--- src/rtl/commit_ctrl_if.sv ---
// Commit bundle from the write-back stage plus the retire/flush results
// produced by commit_ctrl.
interface commit_ctrl_if;
  logic [1:0]  commit_valid;
  logic [5:0]  is_exception1;
  logic [5:0]  is_exception2;
  logic [41:0] cause1;
  logic [41:0] cause2;
  logic [31:0] commit_pc1;
  logic [31:0] commit_pc2;
  logic [31:0] commit_addr1;
  logic [31:0] commit_addr2;
  logic [1:0]  commit_idle;
  logic [1:0]  commit_ertn;
  logic [1:0]  reg_we;
  logic [4:0]  reg_waddr1;
  logic [4:0]  reg_waddr2;
  logic [31:0] reg_wdata1;
  logic [31:0] reg_wdata2;
  logic [1:0]  csr_we;
  logic [13:0] csr_addr1;
  logic [13:0] csr_addr2;
  logic [31:0] csr_wdata1;
  logic [31:0] csr_wdata2;
  logic [31:0] csr_eentry;
  logic [31:0] csr_era;
  logic        interrupt;

  logic [1:0]  rf_we_o;
  logic [4:0]  rf_waddr1_o;
  logic [4:0]  rf_waddr2_o;
  logic [31:0] rf_wdata1_o;
  logic [31:0] rf_wdata2_o;
  logic [1:0]  csr_we_o;
  logic [13:0] csr_addr1_o;
  logic [13:0] csr_addr2_o;
  logic [31:0] csr_wdata1_o;
  logic [31:0] csr_wdata2_o;
  logic        flush_o;
  logic [31:0] new_pc_o;
  logic        exc_valid_o;
  logic [6:0]  exc_cause_o;
  logic [31:0] exc_era_o;
  logic [31:0] exc_badv_o;
  logic        ertn_o;
  logic        idle_o;

  modport master (
    output commit_valid, is_exception1, is_exception2, cause1, cause2,
           commit_pc1, commit_pc2, commit_addr1, commit_addr2,
           commit_idle, commit_ertn, reg_we, reg_waddr1, reg_waddr2,
           reg_wdata1, reg_wdata2, csr_we, csr_addr1, csr_addr2,
           csr_wdata1, csr_wdata2, csr_eentry, csr_era, interrupt,
    input  rf_we_o, rf_waddr1_o, rf_waddr2_o, rf_wdata1_o, rf_wdata2_o,
           csr_we_o, csr_addr1_o, csr_addr2_o, csr_wdata1_o, csr_wdata2_o,
           flush_o, new_pc_o, exc_valid_o, exc_cause_o, exc_era_o,
           exc_badv_o, ertn_o, idle_o
  );

  modport slave (
    input  commit_valid, is_exception1, is_exception2, cause1, cause2,
           commit_pc1, commit_pc2, commit_addr1, commit_addr2,
           commit_idle, commit_ertn, reg_we, reg_waddr1, reg_waddr2,
           reg_wdata1, reg_wdata2, csr_we, csr_addr1, csr_addr2,
           csr_wdata1, csr_wdata2, csr_eentry, csr_era, interrupt,
    output rf_we_o, rf_waddr1_o, rf_waddr2_o, rf_wdata1_o, rf_wdata2_o,
           csr_we_o, csr_addr1_o, csr_addr2_o, csr_wdata1_o, csr_wdata2_o,
           flush_o, new_pc_o, exc_valid_o, exc_cause_o, exc_era_o,
           exc_badv_o, ertn_o, idle_o
  );
endinterface

--- src/rtl/commit_ctrl.sv ---
// Dual-issue commit controller: picks which slots retire in program order,
// raises exception/ertn/idle flushes with a redirect PC, and parks in IDLE
// until an interrupt arrives. All outputs are registered.
module commit_ctrl #(
  parameter logic [6:0] INT_CAUSE = 7'h00
) (
  input logic          clk,
  input logic          rst,
  commit_ctrl_if.slave bus
);

  localparam logic [0:0] RUN  = 1'b0;
  localparam logic [0:0] IDLE = 1'b1;

  logic [0:0]  state, state_n;
  logic [31:0] held_pc, held_pc_n;

  logic [1:0]  rf_we_n, csr_we_n;
  logic        flush_n, exc_valid_n, ertn_n;
  logic [31:0] new_pc_n, era_n, badv_n;
  logic [6:0]  exc_cause_n;
  logic        slot2_eval, slot2_int;
  logic [31:0] pc1_inc, pc2_inc;

  assign pc1_inc = bus.commit_pc1 + 32'd4;
  assign pc2_inc = bus.commit_pc2 + 32'd4;

  // Cause of the highest-priority flagged stage; later (higher) bits overwrite.
  function automatic logic [6:0] pick_cause(input logic [5:0] flags, input logic [41:0] causes);
    logic [6:0] r;
    r = '0;
    for (int unsigned k = 0; k < 6; k++) begin
      if (flags[k]) r = causes[k*7 +: 7];
    end
    return r;
  endfunction

  // Retire/flush decision for the current commit bundle.
  always_comb begin
    state_n     = state;
    held_pc_n   = held_pc;
    rf_we_n     = '0;
    csr_we_n    = '0;
    flush_n     = 1'b0;
    new_pc_n    = '0;
    exc_valid_n = 1'b0;
    exc_cause_n = '0;
    era_n       = '0;
    badv_n      = '0;
    ertn_n      = 1'b0;
    slot2_eval  = 1'b0;
    slot2_int   = 1'b0;
    // The bundle following a flush belongs to squashed younger instructions.
    if (!bus.flush_o) begin
      if (state == IDLE) begin
        if (bus.interrupt) begin
          exc_valid_n = 1'b1;
          exc_cause_n = INT_CAUSE;
          era_n       = held_pc;
          new_pc_n    = bus.csr_eentry;
          flush_n     = 1'b1;
          state_n     = RUN;
        end
      end else if (bus.commit_valid[0]) begin
        if (bus.interrupt) begin
          exc_valid_n = 1'b1;
          exc_cause_n = INT_CAUSE;
          era_n       = bus.commit_pc1;
          new_pc_n    = bus.csr_eentry;
          flush_n     = 1'b1;
        end else if (|bus.is_exception1) begin
          exc_valid_n = 1'b1;
          exc_cause_n = pick_cause(bus.is_exception1, bus.cause1);
          era_n       = bus.commit_pc1;
          badv_n      = bus.is_exception1[5] ? bus.commit_pc1 : bus.commit_addr1;
          new_pc_n    = bus.csr_eentry;
          flush_n     = 1'b1;
        end else begin
          rf_we_n[0]  = bus.reg_we[0];
          csr_we_n[0] = bus.csr_we[0];
          if (bus.commit_ertn[0]) begin
            ertn_n   = 1'b1;
            new_pc_n = bus.csr_era;
            flush_n  = 1'b1;
          end else if (bus.commit_idle[0]) begin
            new_pc_n  = pc1_inc;
            held_pc_n = pc1_inc;
            flush_n   = 1'b1;
            state_n   = IDLE;
          end else begin
            slot2_eval = 1'b1;
          end
        end
      end else begin
        // Slot 2 stands alone and is therefore also the interrupt victim.
        slot2_eval = 1'b1;
        slot2_int  = 1'b1;
      end

      if (slot2_eval && bus.commit_valid[1]) begin
        if (slot2_int && bus.interrupt) begin
          exc_valid_n = 1'b1;
          exc_cause_n = INT_CAUSE;
          era_n       = bus.commit_pc2;
          new_pc_n    = bus.csr_eentry;
          flush_n     = 1'b1;
        end else if (|bus.is_exception2) begin
          exc_valid_n = 1'b1;
          exc_cause_n = pick_cause(bus.is_exception2, bus.cause2);
          era_n       = bus.commit_pc2;
          badv_n      = bus.is_exception2[5] ? bus.commit_pc2 : bus.commit_addr2;
          new_pc_n    = bus.csr_eentry;
          flush_n     = 1'b1;
        end else begin
          rf_we_n[1]  = bus.reg_we[1];
          csr_we_n[1] = bus.csr_we[1];
          if (bus.commit_ertn[1]) begin
            ertn_n   = 1'b1;
            new_pc_n = bus.csr_era;
            flush_n  = 1'b1;
          end else if (bus.commit_idle[1]) begin
            new_pc_n  = pc2_inc;
            held_pc_n = pc2_inc;
            flush_n   = 1'b1;
            state_n   = IDLE;
          end
        end
      end
    end
  end

  // Register state and every output.
  always_ff @(posedge clk or posedge rst) begin
    if (rst) begin
      state            <= RUN;
      held_pc          <= '0;
      bus.rf_we_o      <= '0;
      bus.rf_waddr1_o  <= '0;
      bus.rf_waddr2_o  <= '0;
      bus.rf_wdata1_o  <= '0;
      bus.rf_wdata2_o  <= '0;
      bus.csr_we_o     <= '0;
      bus.csr_addr1_o  <= '0;
      bus.csr_addr2_o  <= '0;
      bus.csr_wdata1_o <= '0;
      bus.csr_wdata2_o <= '0;
      bus.flush_o      <= 1'b0;
      bus.new_pc_o     <= '0;
      bus.exc_valid_o  <= 1'b0;
      bus.exc_cause_o  <= '0;
      bus.exc_era_o    <= '0;
      bus.exc_badv_o   <= '0;
      bus.ertn_o       <= 1'b0;
      bus.idle_o       <= 1'b0;
    end else begin
      state            <= state_n;
      held_pc          <= held_pc_n;
      bus.rf_we_o      <= rf_we_n;
      bus.rf_waddr1_o  <= bus.reg_waddr1;
      bus.rf_waddr2_o  <= bus.reg_waddr2;
      bus.rf_wdata1_o  <= bus.reg_wdata1;
      bus.rf_wdata2_o  <= bus.reg_wdata2;
      bus.csr_we_o     <= csr_we_n;
      bus.csr_addr1_o  <= bus.csr_addr1;
      bus.csr_addr2_o  <= bus.csr_addr2;
      bus.csr_wdata1_o <= bus.csr_wdata1;
      bus.csr_wdata2_o <= bus.csr_wdata2;
      bus.flush_o      <= flush_n;
      bus.new_pc_o     <= new_pc_n;
      bus.exc_valid_o  <= exc_valid_n;
      bus.exc_cause_o  <= exc_cause_n;
      bus.exc_era_o    <= era_n;
      bus.exc_badv_o   <= badv_n;
      bus.ertn_o       <= ertn_n;
      bus.idle_o       <= (state_n == IDLE);
    end
  end

endmodule

--- src/flat_wrapper.sv ---
// flat-port wrapper written by rule: the top's interface ports become plain ports
module commit_ctrl_flat 
#(
  parameter logic [6:0] INT_CAUSE = 7'h00
)
  (clk, rst, bus_commit_valid, bus_is_exception1, bus_is_exception2, bus_cause1, bus_cause2, bus_commit_pc1, bus_commit_pc2, bus_commit_addr1, bus_commit_addr2, bus_commit_idle, bus_commit_ertn, bus_reg_we, bus_reg_waddr1, bus_reg_waddr2, bus_reg_wdata1, bus_reg_wdata2, bus_csr_we, bus_csr_addr1, bus_csr_addr2, bus_csr_wdata1, bus_csr_wdata2, bus_csr_eentry, bus_csr_era, bus_interrupt, bus_rf_we_o, bus_rf_waddr1_o, bus_rf_waddr2_o, bus_rf_wdata1_o, bus_rf_wdata2_o, bus_csr_we_o, bus_csr_addr1_o, bus_csr_addr2_o, bus_csr_wdata1_o, bus_csr_wdata2_o, bus_flush_o, bus_new_pc_o, bus_exc_valid_o, bus_exc_cause_o, bus_exc_era_o, bus_exc_badv_o, bus_ertn_o, bus_idle_o);
  commit_ctrl_if bus_i ();
  input logic clk;
  input logic rst;
  input wire logic [$bits(bus_i.commit_valid)-1:0] bus_commit_valid;
  input wire logic [$bits(bus_i.is_exception1)-1:0] bus_is_exception1;
  input wire logic [$bits(bus_i.is_exception2)-1:0] bus_is_exception2;
  input wire logic [$bits(bus_i.cause1)-1:0] bus_cause1;
  input wire logic [$bits(bus_i.cause2)-1:0] bus_cause2;
  input wire logic [$bits(bus_i.commit_pc1)-1:0] bus_commit_pc1;
  input wire logic [$bits(bus_i.commit_pc2)-1:0] bus_commit_pc2;
  input wire logic [$bits(bus_i.commit_addr1)-1:0] bus_commit_addr1;
  input wire logic [$bits(bus_i.commit_addr2)-1:0] bus_commit_addr2;
  input wire logic [$bits(bus_i.commit_idle)-1:0] bus_commit_idle;
  input wire logic [$bits(bus_i.commit_ertn)-1:0] bus_commit_ertn;
  input wire logic [$bits(bus_i.reg_we)-1:0] bus_reg_we;
  input wire logic [$bits(bus_i.reg_waddr1)-1:0] bus_reg_waddr1;
  input wire logic [$bits(bus_i.reg_waddr2)-1:0] bus_reg_waddr2;
  input wire logic [$bits(bus_i.reg_wdata1)-1:0] bus_reg_wdata1;
  input wire logic [$bits(bus_i.reg_wdata2)-1:0] bus_reg_wdata2;
  input wire logic [$bits(bus_i.csr_we)-1:0] bus_csr_we;
  input wire logic [$bits(bus_i.csr_addr1)-1:0] bus_csr_addr1;
  input wire logic [$bits(bus_i.csr_addr2)-1:0] bus_csr_addr2;
  input wire logic [$bits(bus_i.csr_wdata1)-1:0] bus_csr_wdata1;
  input wire logic [$bits(bus_i.csr_wdata2)-1:0] bus_csr_wdata2;
  input wire logic [$bits(bus_i.csr_eentry)-1:0] bus_csr_eentry;
  input wire logic [$bits(bus_i.csr_era)-1:0] bus_csr_era;
  input wire logic [$bits(bus_i.interrupt)-1:0] bus_interrupt;
  output wire logic [$bits(bus_i.rf_we_o)-1:0] bus_rf_we_o;
  output wire logic [$bits(bus_i.rf_waddr1_o)-1:0] bus_rf_waddr1_o;
  output wire logic [$bits(bus_i.rf_waddr2_o)-1:0] bus_rf_waddr2_o;
  output wire logic [$bits(bus_i.rf_wdata1_o)-1:0] bus_rf_wdata1_o;
  output wire logic [$bits(bus_i.rf_wdata2_o)-1:0] bus_rf_wdata2_o;
  output wire logic [$bits(bus_i.csr_we_o)-1:0] bus_csr_we_o;
  output wire logic [$bits(bus_i.csr_addr1_o)-1:0] bus_csr_addr1_o;
  output wire logic [$bits(bus_i.csr_addr2_o)-1:0] bus_csr_addr2_o;
  output wire logic [$bits(bus_i.csr_wdata1_o)-1:0] bus_csr_wdata1_o;
  output wire logic [$bits(bus_i.csr_wdata2_o)-1:0] bus_csr_wdata2_o;
  output wire logic [$bits(bus_i.flush_o)-1:0] bus_flush_o;
  output wire logic [$bits(bus_i.new_pc_o)-1:0] bus_new_pc_o;
  output wire logic [$bits(bus_i.exc_valid_o)-1:0] bus_exc_valid_o;
  output wire logic [$bits(bus_i.exc_cause_o)-1:0] bus_exc_cause_o;
  output wire logic [$bits(bus_i.exc_era_o)-1:0] bus_exc_era_o;
  output wire logic [$bits(bus_i.exc_badv_o)-1:0] bus_exc_badv_o;
  output wire logic [$bits(bus_i.ertn_o)-1:0] bus_ertn_o;
  output wire logic [$bits(bus_i.idle_o)-1:0] bus_idle_o;
  assign bus_i.commit_valid = bus_commit_valid;
  assign bus_i.is_exception1 = bus_is_exception1;
  assign bus_i.is_exception2 = bus_is_exception2;
  assign bus_i.cause1 = bus_cause1;
  assign bus_i.cause2 = bus_cause2;
  assign bus_i.commit_pc1 = bus_commit_pc1;
  assign bus_i.commit_pc2 = bus_commit_pc2;
  assign bus_i.commit_addr1 = bus_commit_addr1;
  assign bus_i.commit_addr2 = bus_commit_addr2;
  assign bus_i.commit_idle = bus_commit_idle;
  assign bus_i.commit_ertn = bus_commit_ertn;
  assign bus_i.reg_we = bus_reg_we;
  assign bus_i.reg_waddr1 = bus_reg_waddr1;
  assign bus_i.reg_waddr2 = bus_reg_waddr2;
  assign bus_i.reg_wdata1 = bus_reg_wdata1;
  assign bus_i.reg_wdata2 = bus_reg_wdata2;
  assign bus_i.csr_we = bus_csr_we;
  assign bus_i.csr_addr1 = bus_csr_addr1;
  assign bus_i.csr_addr2 = bus_csr_addr2;
  assign bus_i.csr_wdata1 = bus_csr_wdata1;
  assign bus_i.csr_wdata2 = bus_csr_wdata2;
  assign bus_i.csr_eentry = bus_csr_eentry;
  assign bus_i.csr_era = bus_csr_era;
  assign bus_i.interrupt = bus_interrupt;
  assign bus_rf_we_o = bus_i.rf_we_o;
  assign bus_rf_waddr1_o = bus_i.rf_waddr1_o;
  assign bus_rf_waddr2_o = bus_i.rf_waddr2_o;
  assign bus_rf_wdata1_o = bus_i.rf_wdata1_o;
  assign bus_rf_wdata2_o = bus_i.rf_wdata2_o;
  assign bus_csr_we_o = bus_i.csr_we_o;
  assign bus_csr_addr1_o = bus_i.csr_addr1_o;
  assign bus_csr_addr2_o = bus_i.csr_addr2_o;
  assign bus_csr_wdata1_o = bus_i.csr_wdata1_o;
  assign bus_csr_wdata2_o = bus_i.csr_wdata2_o;
  assign bus_flush_o = bus_i.flush_o;
  assign bus_new_pc_o = bus_i.new_pc_o;
  assign bus_exc_valid_o = bus_i.exc_valid_o;
  assign bus_exc_cause_o = bus_i.exc_cause_o;
  assign bus_exc_era_o = bus_i.exc_era_o;
  assign bus_exc_badv_o = bus_i.exc_badv_o;
  assign bus_ertn_o = bus_i.ertn_o;
  assign bus_idle_o = bus_i.idle_o;
  commit_ctrl #(.INT_CAUSE(INT_CAUSE)) u_core (.clk(clk), .rst(rst), .bus(bus_i));
endmodule
--- config.mk ---
export PLATFORM = sky130hd
export DESIGN_NAME = commit_ctrl_flat
export DESIGN_NICKNAME = d
export VERILOG_FILES = /design/src/rtl/commit_ctrl_if.sv /design/src/rtl/commit_ctrl.sv /design/src/flat_wrapper.sv
export SDC_FILE = /design/constraint.sdc
export NUM_CORES = 1
export LEC_CHECK = 0
export ABC_CLOCK_PERIOD_IN_PS = 22800
export BUFFER_PORTS_ARGS = -buffer_cell sky130_fd_sc_hd__buf_2
export CAP_MARGIN = 40
export CORE_AREA = 4 4 284 286
export CTS_BUF_LIST = sky130_fd_sc_hd__clkbuf_16
export DETAILED_ROUTE_END_ITERATION = 16
export DIE_AREA = 0 0 288 290
export SLEW_MARGIN = 40
export SYNTH_ARGS = -nofsm -noshare
export SYNTH_HDL_FRONTEND = slang
export SYNTH_SLANG_ARGS = --single-unit
--- constraint.sdc ---
create_clock -name clk -period 22.8 [get_ports clk]
set_input_delay 3.42 -clock clk [delete_from_list [all_inputs] [get_ports clk]]
set_output_delay 3.42 -clock clk [all_outputs]
set_load 0.02 [all_outputs]
==> flow_summary.yaml <==
run_status:
  status: "finished, final reports clean"
synthesis:
  ys_ff_latch: 309
  synth_common_cells: "dfrtp_1, nand2_1, clkbuf_1"
  post-synth-top-area-cell: "dfrtp_1"
  synth_top_area_share_pct: 55.7
  async_flop_share_pct: 100
  yosysWarnings: 0
  yosysMostFrequentCell: "dfrtp_1"
  syn_nets: 1768
  synth_flop_cell: "dfrtp_1"
  syn_inst: 1299
  synth_edf_count: 0
  yosysSeqAreaShare_pct: 55.7
  synthesis.area_um2: 13900
  ys_types: 67
  synth_area_leaders: "dfrtp_1, mux2_2, a222oi_1, a21oi_1, nand2_1"
  avgSynthCellArea_um2: 10.7
grt:
  grt_pass1_wl_um: 116000
  grt_usage_pct: 19.6
  grt_max_degree: 112
  grt-ovfl-total: 0
  grt_pass1_vias: 14133
  antenna_found_initial: 59
sta:
  setup_viol: 0
  setup_ws_ps: 16850
  skew_ps: 31.5
  timing.final.crit_share_pct: 26.1
  rsz0062_at_grt: "false"
  hold_viol_final: 0
  tightest_slew_ps: 883
  slew_headroom_pct: 41.1
  setup_tns_ps: 0
  period_needed_ps: 5950
  hold_ws_ps: 486
  clock.fmax_mhz: 168
  drv_slew: 0
power:
  ir_worst_vdd_v: 0.0000510
  power_density_nw_per_um2: 73.1
  cellLeakagePower_uw: 0.00953
  finalPower_uw: 1470
min_path:
  hold_start: "u_core.held_pc[25]"
  min_to: "u_core.held_pc[25]"
  hp-class: "register to register"
  hold_depth: 2
setup_path:
  crit_type: "input port to register"
  r2r_cells: 7
  ff2ff_setup_slack_ps: 19360
  crit_chain: "buf_2, or3b_2, nand3_1, buf_4, nand3_1, buf_4, a21oi_1, nor3_1"
  arrival_ps: 6360
  end_kind: "register"
  r2r-end: "u_core.bus.exc_badv_o[31]"
  max_stage_delay_ps: 770
  crit_buf_inv: 3
  r2r_start: "u_core.bus.idle_o"
  cpMaxStageDelayCell: "or3b_2"
  worstSetupStartpointType: "input port"
  cp.required_ps: 23220
  path_max_fanout: 32
  cp_top_family: "simple AND/OR/NAND/NOR gates"
drt:
  ant_nets: 0
  drt-pass1-iter-count: 7
  vias_per_cell: 4.65
  drt-initial-drc-count: 1427
  via_count: 14424
  routed_wl_um: 86400
  drcViolationCount: 0
  routedWlPerCell_um: 27.9
cts:
  ctsHoldBuffers: 0
  h-tree-depth: 2
  cts_sinks: 309
  clock_path_buffers: 3
  cts_tree: "built"
  postCtsSetupBuffers: 0
  clkTransAtPathRegs_ps: 50
  cts_buffers: 40
  postCtsResizedCells: 0
  cts_root_buf: "clkbuf_16"
  clk_latency_ps: 570
placed_design:
  gp_congestion: 0.920
  port_buffers: 743
  dpl_worst_slack_ps: 16340
  hpwl_um: 69800
die:
  die_h_um: 290
  pin_count: 744
  rows: 103
  dieArea_um2: 83500
  core-area_um2: 78400
  fp.dieW_um: 288
  start_util_pct: 17.7
cells_and_area:
  fin_nets: 2475
  regArea_um2: 7740
  drive_gt1_share_pct: 44.1
  area_growth_pct: 44.6
  multi_input_comb_area_um2: 5730
  fill_cells: 8482
flow_run:
  maxCapViolations: 0
==> per-layer routing <==
| metal | GRT usage (%) | share of wire, % | up-vias |
|---|---|---|---|
| met3 | 5.58 | 9.7 | 170 |
| met1 | 24.8 | 40 | 7059 |
| met5 | 0 | 0.13 | - |
| li1 | - | - | 6282 |
| met2 | 32.9 | 48 | 893 |
| met4 | 4.76 | 2.6 | 20 |
==> kinds of logic after synthesis <==
| family | after synthesis | share of synthesized area, % |
|---|---|---|
| flip-flops | 309 | 55.7 |
| multiplexers | 67 | 5.21 |
| AO/OA/AOI/OAI | 380 | 19.4 |
| XOR/XNOR | 47 | 2.97 |
| AND/OR/NAND/NOR | 367 | 13.0 |
| adder cells (fa/ha/maj) | 2 | 0.180 |
| buffers and inverters | 127 | 3.53 |
==> worst max-delay path by stage <==
| stage | start | to | slack [ps] | cells after the start |
|---|---|---|---|---|
| CTS | bus_interrupt | u_core.bus.exc_badv_o[31] | 16940 | 8 |
| detailed placement | bus_interrupt | u_core.bus.exc_badv_o[31] | 16340 | 8 |
| global placement | bus_interrupt | u_core.bus.exc_badv_o[0] | 16370 | 8 |
| floorplan | rst | u_core.bus.csr_addr1_o[0] | 10840 | 1 |
| finish | bus_interrupt | u_core.bus.exc_badv_o[31] | 16850 | 8 |
| global route | bus_interrupt | u_core.bus.exc_badv_o[31] | 16770 | 8 |
==> sequential cells by signal, indices dropped and copies added, names as in the netlist <==
| register | count |
|---|---|
| u_core.bus.new_pc_o | 32 |
| u_core.bus.csr_addr1_o | 14 |
| u_core.bus.idle_o | 1 |
| u_core.bus.ertn_o | 1 |
| u_core.bus.rf_waddr2_o | 5 |
| u_core.bus.csr_addr2_o | 14 |
| u_core.bus.flush_o | 1 |
| u_core.held_pc | 32 |
| u_core.bus.rf_wdata1_o | 32 |
| u_core.bus.rf_we_o | 2 |
| u_core.bus.exc_cause_o | 7 |
| u_core.bus.csr_wdata1_o | 32 |
| u_core.bus.csr_wdata2_o | 32 |
| u_core.bus.rf_waddr1_o | 5 |
| u_core.bus.rf_wdata2_o | 32 |
| u_core.bus.exc_valid_o | 1 |
| u_core.bus.exc_badv_o | 32 |
| u_core.bus.csr_we_o | 2 |
| u_core.bus.exc_era_o | 32 |
==> layout by cell type, fill, tap and decap left out, types with 7 or more instances in the layout <==
master / instances
mux2i_1: 25
dfrtp_1: 308
nand3_1: 26
and3_1: 20
buf_4: 21
clkinv_2: 9
o22ai_1: 35
nor4_1: 11
a21oi_1: 78
a22oi_1: 22
buf_2: 742
nand2b_1: 9
a221oi_1: 35
a2bb2oi_1: 7
xor2_1: 15
nor2_1: 79
o22a_1: 16
nor2b_1: 12
clkinv_1: 7
diode_2: 17
inv_1: 29
mux2_2: 42
clkbuf_16: 40
nand2_1: 94
nand4_1: 23
nor3_1: 49
o21ai_0: 70
a31oi_1: 14
a222oi_1: 40
xnor2_1: 32
a211o_1: 8
o311ai_0: 7
==> stage by stage <==
step | instance area, um^2 | util [%] | cells
CTS | 20000 | 25.6 | 3083
global route | 20000 | 25.6 | 3091
detailed placement | 18800 | 24.0 | 3014
finish | 20100 | 25.6 | 3100
global placement | 18700 | 23.9 | 3014
floorplan | 13900 | - | 1299
==> worst min-delay path, stage by stage (launching register included) <==
cell	delay, ps
dfrtp_1	340
nand2_1	50
o21ai_0	60
==> layout make-up <==
type | count | share of cell area [%]
clock inverter | 29 | 1.14
sequential | 309 | 38.5
clock buffer | 40 | 4.99
tap | 1050 | 6.55
antenna | 17 | 0.212
multi-input combinational | 863 | 28.5
inverter | 25 | 0.530
timing repair buffer | 767 | 19.5
==> power by group <==
| group | internal (uW) | switching, uW |
|---|---|---|
| Clock | 353 | 261 |
| Combinational | 86.0 | 172 |
| Sequential | 581 | 14.0 |
No activity file was read; power rests on OpenSTA's default activity.
